==> src/rtl/wb_burst_pkg.sv <==
// Shared types for the Wishbone burst master: opcodes, response status,
// FSM states and the transaction record used on the transactor side.
package wb_burst_pkg;

  localparam int TIMEOUT_DEFAULT = 4000;

  typedef enum logic [1:0] {
    OP_WRITE = 2'd0,
    OP_READ  = 2'd1,
    OP_IDLE  = 2'd2
  } op_e;

  typedef enum logic [1:0] {
    STAT_OK      = 2'd0,
    STAT_ERR     = 2'd1,
    STAT_TIMEOUT = 2'd2
  } status_e;

  typedef enum logic [2:0] {
    S_IDLE,
    S_WDATA,
    S_BUS,
    S_RESP,
    S_DRAIN
  } state_e;

  typedef struct packed {
    logic [31:0] addr;
    logic [31:0] data;
    op_e         op;
    logic [3:0]  len;
  } txn_t;

  // Opcode 3 is reserved and behaves like IDLE.
  function automatic op_e decode_op(input logic [1:0] raw);
    case (raw)
      2'd0:    return OP_WRITE;
      2'd1:    return OP_READ;
      default: return OP_IDLE;
    endcase
  endfunction

endpackage

==> src/rtl/wb_burst_master_tmo.sv <==
// Strobe watchdog: counts cycles with run high; expired marks the last
// permitted cycle so an ack arriving in that same cycle still wins.
module wb_timeout_ctr
  import wb_burst_pkg::*;
#(
  parameter int TIMEOUT_CYC = TIMEOUT_DEFAULT
) (
  input  logic clk,
  input  logic rst_n,
  input  logic run,
  input  logic clear,
  output logic expired
);

  localparam int CW = $clog2(TIMEOUT_CYC + 1);
  localparam logic [CW-1:0] CNT_LAST = CW'(TIMEOUT_CYC - 1);
  localparam logic [CW-1:0] CNT_MAX  = CW'(TIMEOUT_CYC);

  logic [CW-1:0] cnt_q, cnt_d;

  always_comb begin
    cnt_d = cnt_q;
    if (clear) begin
      cnt_d = '0;
    end else if (run && (cnt_q != CNT_MAX)) begin
      cnt_d = cnt_q + CW'(1);
    end
  end

  always_ff @(posedge clk or negedge rst_n) begin
    if (!rst_n) cnt_q <= '0;
    else        cnt_q <= cnt_d;
  end

  assign expired = run && (cnt_q == CNT_LAST);

endmodule

==> src/rtl/wb_burst_master.sv <==
// Wishbone classic burst master. States: IDLE wait req | WDATA fetch write
// beat | BUS stb high | RESP hold response | DRAIN drop unused write beats.
module wb_burst_master
  import wb_burst_pkg::*;
#(
  parameter int ADDR_W      = 32,
  parameter int DATA_W      = 32,
  parameter int MAX_BURST   = 16,
  parameter int ADDR_STEP   = 1,
  parameter int TIMEOUT_CYC = TIMEOUT_DEFAULT
) (
  input  logic                         clk,
  input  logic                         rst_n,
  input  logic                         req_valid,
  output logic                         req_ready,
  input  logic [1:0]                   req_op,
  input  logic [ADDR_W-1:0]            req_addr,
  input  logic [$clog2(MAX_BURST)-1:0] req_len,
  input  logic                         wd_valid,
  output logic                         wd_ready,
  input  logic [DATA_W-1:0]            wd_data,
  output logic                         rsp_valid,
  input  logic                         rsp_ready,
  output logic [DATA_W-1:0]            rsp_data,
  output logic [1:0]                   rsp_status,
  output logic                         rsp_last,
  output logic                         wb_cyc,
  output logic                         wb_stb,
  output logic                         wb_we,
  output logic [ADDR_W-1:0]            wb_adr,
  output logic [DATA_W-1:0]            wb_dat_o,
  output logic [DATA_W/8-1:0]          wb_sel,
  input  logic [DATA_W-1:0]            wb_dat_i,
  input  logic                         wb_ack,
  input  logic                         wb_err
);

  localparam int LEN_W = $clog2(MAX_BURST);

  state_e              state_q, state_d;
  op_e                 op_q, op_d, req_op_e;
  status_e             status_q, status_d;
  logic [ADDR_W-1:0]   addr_q, addr_d;
  logic [LEN_W-1:0]    len_q, len_d, beat_q, beat_d, beat_nx;
  logic [DATA_W-1:0]   wdat_q, wdat_d, rdat_q, rdat_d;
  logic                last_q, last_d, abort_q, abort_d, cyc_q, cyc_d;
  logic                beat_final, bus_active, tmo_clear, expired;

  assign req_op_e   = decode_op(req_op);
  assign beat_final = (beat_q == len_q);
  assign beat_nx    = beat_q + LEN_W'(1);
  assign bus_active = (state_q == S_BUS);
  assign tmo_clear  = !bus_active;

  wb_timeout_ctr #(.TIMEOUT_CYC(TIMEOUT_CYC)) u_tmo (
    .clk     (clk),
    .rst_n   (rst_n),
    .run     (bus_active),
    .clear   (tmo_clear),
    .expired (expired)
  );

  always_ff @(posedge clk or negedge rst_n) begin
    if (!rst_n) begin
      state_q  <= S_IDLE;
      op_q     <= OP_WRITE;
      status_q <= STAT_OK;
      addr_q   <= '0;
      len_q    <= '0;
      beat_q   <= '0;
      wdat_q   <= '0;
      rdat_q   <= '0;
      last_q   <= 1'b0;
      abort_q  <= 1'b0;
      cyc_q    <= 1'b0;
    end else begin
      state_q  <= state_d;
      op_q     <= op_d;
      status_q <= status_d;
      addr_q   <= addr_d;
      len_q    <= len_d;
      beat_q   <= beat_d;
      wdat_q   <= wdat_d;
      rdat_q   <= rdat_d;
      last_q   <= last_d;
      abort_q  <= abort_d;
      cyc_q    <= cyc_d;
    end
  end

  always_comb begin
    state_d  = state_q;
    op_d     = op_q;
    status_d = status_q;
    addr_d   = addr_q;
    len_d    = len_q;
    beat_d   = beat_q;
    wdat_d   = wdat_q;
    rdat_d   = rdat_q;
    last_d   = last_q;
    abort_d  = abort_q;
    cyc_d    = cyc_q;
    case (state_q)
      S_IDLE: if (req_valid) begin
        op_d     = req_op_e;
        addr_d   = req_addr;
        len_d    = req_len;
        beat_d   = '0;
        rdat_d   = '0;
        status_d = STAT_OK;
        last_d   = 1'b0;
        abort_d  = 1'b0;
        cyc_d    = 1'b0;
        case (req_op_e)
          OP_WRITE: state_d = S_WDATA;
          OP_READ:  state_d = S_BUS;
          default: begin
            state_d = S_RESP;
            last_d  = 1'b1;
          end
        endcase
      end
      S_WDATA: if (wd_valid) begin
        wdat_d  = wd_data;
        state_d = S_BUS;
      end
      S_BUS: begin
        if (wb_err) begin
          status_d = STAT_ERR;
          rdat_d   = '0;
          last_d   = 1'b1;
          abort_d  = 1'b1;
          cyc_d    = 1'b0;
          state_d  = S_RESP;
        end else if (wb_ack) begin
          status_d = STAT_OK;
          rdat_d   = (op_q == OP_READ) ? wb_dat_i : '0;
          last_d   = beat_final;
          cyc_d    = !beat_final;
          state_d  = S_RESP;
        end else if (expired) begin
          status_d = STAT_TIMEOUT;
          rdat_d   = '0;
          last_d   = 1'b1;
          abort_d  = 1'b1;
          cyc_d    = 1'b0;
          state_d  = S_RESP;
        end
      end
      S_RESP: if (rsp_ready) begin
        if (!last_q) begin
          addr_d  = addr_q + ADDR_W'(ADDR_STEP);
          beat_d  = beat_nx;
          state_d = (op_q == OP_WRITE) ? S_WDATA : S_BUS;
        end else if (abort_q && (op_q == OP_WRITE) && !beat_final) begin
          state_d = S_DRAIN;
        end else begin
          state_d = S_IDLE;
        end
      end
      // beat_q walks up to len_q so the wd stream loses exactly the unused beats.
      S_DRAIN: if (wd_valid) begin
        beat_d = beat_nx;
        if (beat_nx == len_q) state_d = S_IDLE;
      end
      default: state_d = S_IDLE;
    endcase
  end

  always_comb begin
    req_ready  = (state_q == S_IDLE);
    wd_ready   = (state_q == S_WDATA) || (state_q == S_DRAIN);
    rsp_valid  = (state_q == S_RESP);
    rsp_data   = rdat_q;
    rsp_status = status_q;
    rsp_last   = last_q;
    wb_stb     = bus_active;
    wb_cyc     = bus_active || cyc_q;
    wb_we      = bus_active && (op_q == OP_WRITE);
    wb_adr     = addr_q;
    wb_dat_o   = wdat_q;
    wb_sel     = '1;
  end

endmodule

==> config.mk <==
export PLATFORM = sky130hd
export DESIGN_NAME = wb_burst_master
export DESIGN_NICKNAME = d
export VERILOG_FILES = /design/src/rtl/wb_burst_pkg.sv /design/src/rtl/wb_burst_master_tmo.sv /design/src/rtl/wb_burst_master.sv
export SDC_FILE = /design/constraint.sdc
export NUM_CORES = 1
export LEC_CHECK = 0
export ABC_CLOCK_PERIOD_IN_PS = 4150
export BUFFER_PORTS_ARGS = -buffer_cell sky130_fd_sc_hd__buf_2
export CORE_MARGIN = 4
export CORE_UTILIZATION = 49
export DETAILED_ROUTE_END_ITERATION = 10
export PLACE_DENSITY = 0.85
export SYNTH_ARGS = -nofsm -noshare
export SYNTH_HDL_FRONTEND = slang
export SYNTH_HIERARCHICAL = 1
export SYNTH_SLANG_ARGS = --single-unit
==> constraint.sdc <==
create_clock -name clk -period 4.15 [get_ports clk]
set_clock_uncertainty 0.15 [all_clocks]
set_input_delay 0.2075 -clock clk [delete_from_list [all_inputs] [get_ports clk]]
set_output_delay 0.2075 -clock clk [all_outputs]
set_load 0.02 [all_outputs]
==> results.py <==
metrics = {
    "run_status": {
        "outcome": "complete, no violations",
    },
    "global_routing": {
        "overflow": 0,
        "grt_antenna_before_repair": 0,
        "grt_max_degree": 69,
        "grtUsageTotal_pct": 27.7,
        "grt_pass1_vias": 6148,
        "grt_pass1_wl_mm": 31.6,
    },
    "cells_and_area": {
        "num-fill-cells": 801,
        "final_util_pct": 73.8,
        "layout-area-overhead-vs-synth_pct": 46.7,
        "fin_nets": 1005,
        "drive_gt1_share_pct": 33.7,
    },
    "pwr": {
        "combinationalPowerShare_pct": 42.5,
        "power_density_mw_per_mm2": 717,
        "clockPowerShare_pct": 24.9,
        "p_sw_w": 0.00267,
        "power.internal_w": 0.00371,
        "p_seq_share_pct": 32.6,
        "switching_share_pct": 41.9,
        "finalPower_w": 0.00638,
        "irDropWorstVdd_mv": 0.450,
        "total_leakage_power_nw": 4.20,
    },
    "route": {
        "dr.pass1.iters": 5,
        "via_count": 6021,
        "drtIter0Drc": 394,
        "routed_wl_mm": 19.6,
        "antenna_left": 0,
        "avgViaCountPerCell": 5.61,
        "wl_per_cell_um": 18.2,
        "drc": 0,
    },
    "timing": {
        "fmax_mhz": 275,
        "tightest_slew_ps": 876,
        "rsz0062_at_grt": "no",
        "fin_ws_ps": 515,
        "fin_setup_tns_ps": 0,
        "setup_viol": 0,
        "hold_violations": 0,
        "slew_headroom_pct": 41.6,
        "layout_min_cycle_time_ps": 3640,
        "fin_hold_ws_ps": 54.6,
        "drv_slew": 0,
        "period_share_pct": 87.6,
    },
    "floorplanning": {
        "fp.dieW_um": 119,
        "core_sq_mm": 0.0121,
        "dieHeight_um": 119,
        "ios": 218,
        "start_util_pct": 50.3,
        "rows": 40,
        "die-area_sq_mm": 0.0142,
    },
    "worst_setup_path": {
        "cp-start-kind": "register",
        "slowest_stage": "dfrtp_1",
        "crit_type": "reg2reg",
        "crit_path_end_kind": "register",
        "slowest_delay_ps": 640,
        "worstRegToRegCells": 11,
        "worstPathMaxFanout": 38,
        "crit_buf_inv": 3,
        "required_ps": 4360,
        "crit_chain": "or3b_1 > inv_1 > and4_1 > nand2_1 > nor4_1 > nor2_1 > nand3b_1 > o211ai_1 > buf_4 > o41ai_1 > dlygate4sd3_1",
        "crit_family": "simple AND/OR/NAND/NOR gates",
        "cp_data_arrival_time_ps": 3840,
        "path_depth": 11,
    },
    "cts": {
        "clock_latency_ps": 420,
        "cts_tree": "built",
        "clk_transition_reported_paths_ps": 70,
        "root_buffer": "clkbuf_16",
        "numCtsBuffers": 17,
        "cts.sinks": 126,
        "cts_max_level": 4,
        "ctsResizeCount": 0,
        "cts_hold_buf": 99,
        "cts_setup_buffers": 0,
        "clockBufferDepth": 2,
    },
    "run": {
        "cap_viol_max_count": 0,
    },
    "synthesis": {
        "async_reset_ff_share_pct": 100,
        "synth-seq-cells": 126,
        "ys.flop_type": "dfrtp_1",
        "syn_inst": 585,
        "synth-edff-count": 0,
        "syn_area_sq_mm": 0.00607,
        "netlist-cell-type-count": 59,
        "synth-seq-area-share_pct": 52.0,
        "avgSynthCellArea_sq_um": 10.4,
        "yosys_warnings": 6,
    },
    "place": {
        "dp_hpwl_mm": 11.6,
        "gp_congestion": 0.842,
        "port_buffers": 213,
        "post-place-ws_ps": 996,
    },
    "min_path": {
        "holdPathStages": 4,
        "holdCritPathClass": "in2reg",
    },
}
-- cells by family (layout without fill, tap and decap cells) --
family | count (synthesis) | in the layout | share of synthesized area [%]
muxes | 37 | 37 | 6.82
buffers and inverters | 48 | 365 | 3.44
DFF | 126 | 126 | 52.0
xor gates and xnor gates | 16 | 16 | 2.31
other | 1 | 5 | 0.0618
AOI/OAI and AO/OA | 152 | 152 | 17.2
adders and majority gates | 4 | 4 | 0.825
and+or+nand+nor | 201 | 201 | 17.4
-- through the flow --
step	std cells	area (sq um)
after floorplan	588	6080
after global placement	942	7270
after detailed placement	942	7270
after CTS	1073	8900
after global routing	1073	8900
final	1074	8900
-- tightest hold or removal path, cell delays in order --
cell and delay [ps]:
buf_2 130, nand2_1 60, a21oi_1 60, nor2_1 120
-- worst paths after layout --
path / end / slack [ps] / from
worst max-delay path: rsp_status[1] / 510 / state_q[1]
worst min-delay path: abort_q / 50 / req_valid
worst max register to register: rsp_status[1] / 510 / state_q[1]
worst min register to register: rsp_data[14] / 350 / rsp_data[14]
max in group asynchronous: wb_dat_o[30] / 2560 / rst_n
min in group asynchronous: wb_adr[10] / 300 / rst_n
-- layer usage --
| layer | vias up | track usage (%) | wire length (um) |
|---|---|---|---|
| met5 | - | 0 | 0 |
| met1 | 2895 | 33.6 | 7610 |
| met2 | 302 | 46.9 | 10000 |
| met3 | 63 | 5.22 | 1100 |
| met4 | 0 | 14.6 | 838 |
| li1 | 2761 | - | - |
-- registers in the layout (all words and copies together) (netlist names) --
signal       count
state_q          3
wb_dat_o        32
rsp_last         1
rsp_data        32
rsp_status       2
u_tmo/cnt_q     12
op_q             2
beat_q           4
cyc_q            1
wb_adr          32
abort_q          1
len_q            4
-- layout by cell type (no fill, tap or decap), types with 3 or more instances in the layout --
cell type / count
a22o_1: 34
a21o_1: 3
nand3_1: 19
dfrtp_1: 126
and4_1: 3
nor4_1: 12
dlygate4sd3_1: 99
clkinv_4: 4
nand2_1: 52
nor3_1: 14
inv_1: 10
buf_4: 11
o22a_1: 5
o21a_1: 3
bufinv_16: 4
xnor2_1: 11
o31ai_1: 3
nand3b_1: 5
nand4_1: 12
a21oi_1: 35
clkinvlp_4: 3
nand2b_1: 8
clkbuf_16: 17
a31oi_1: 8
clkinv_2: 3
or3_1: 3
and3_1: 6
xor2_1: 5
o22ai_1: 8
mux2_2: 35
o21ai_0: 30
a211oi_1: 5
ha_1: 4
a2bb2oi_1: 4
conb_1: 4
nor2_1: 45
buf_2: 212
-- area by class of cell --
class	instances	area (sq um)	share of cell area [%]
inverters	11	41.3	0.464
repair buffers	322	2130	24.0
flip-flops and latches	126	3150	35.4
clock inverters	14	193	2.17
diodes	1	2.50	0.0281
multi-input cells	414	2730	30.6
well taps	168	210	2.36
clock buffers	18	439	4.93
-- power groups by stage --
stage,sequential [W],clock (W),combinational (W)
final,0.00208,0.00159,0.00271
after global routing,0.00214,0.00166,0.00295
after CTS,0.00205,0.00159,0.00267
after detailed placement,0.00207,0,0.00258
after global placement,0.00205,0,0.00252
after floorplan,0.00242,0,0.00137
-- cells in the mapped netlist, types with 10 or more instances --
cell | count | share of area (%)
a22o_1 | 34 | 4.9
dfrtp_1 | 126 | 52
nand3_1 | 19 | 1.6
nand2_1 | 52 | 3.2
buf_2 | 11 | 0.91
xnor2_1 | 11 | 1.6
inv_1 | 10 | 0.62
o21ai_0 | 30 | 2.5
nor2_1 | 45 | 2.8
mux2_2 | 35 | 6.5
nor4_1 | 12 | 1.2
a21oi_1 | 36 | 3.0
nand4_1 | 12 | 1.2
clkbuf_1 | 18 | 1.1
nor3_1 | 14 | 1.2
(Power assumes the default switching activity.)
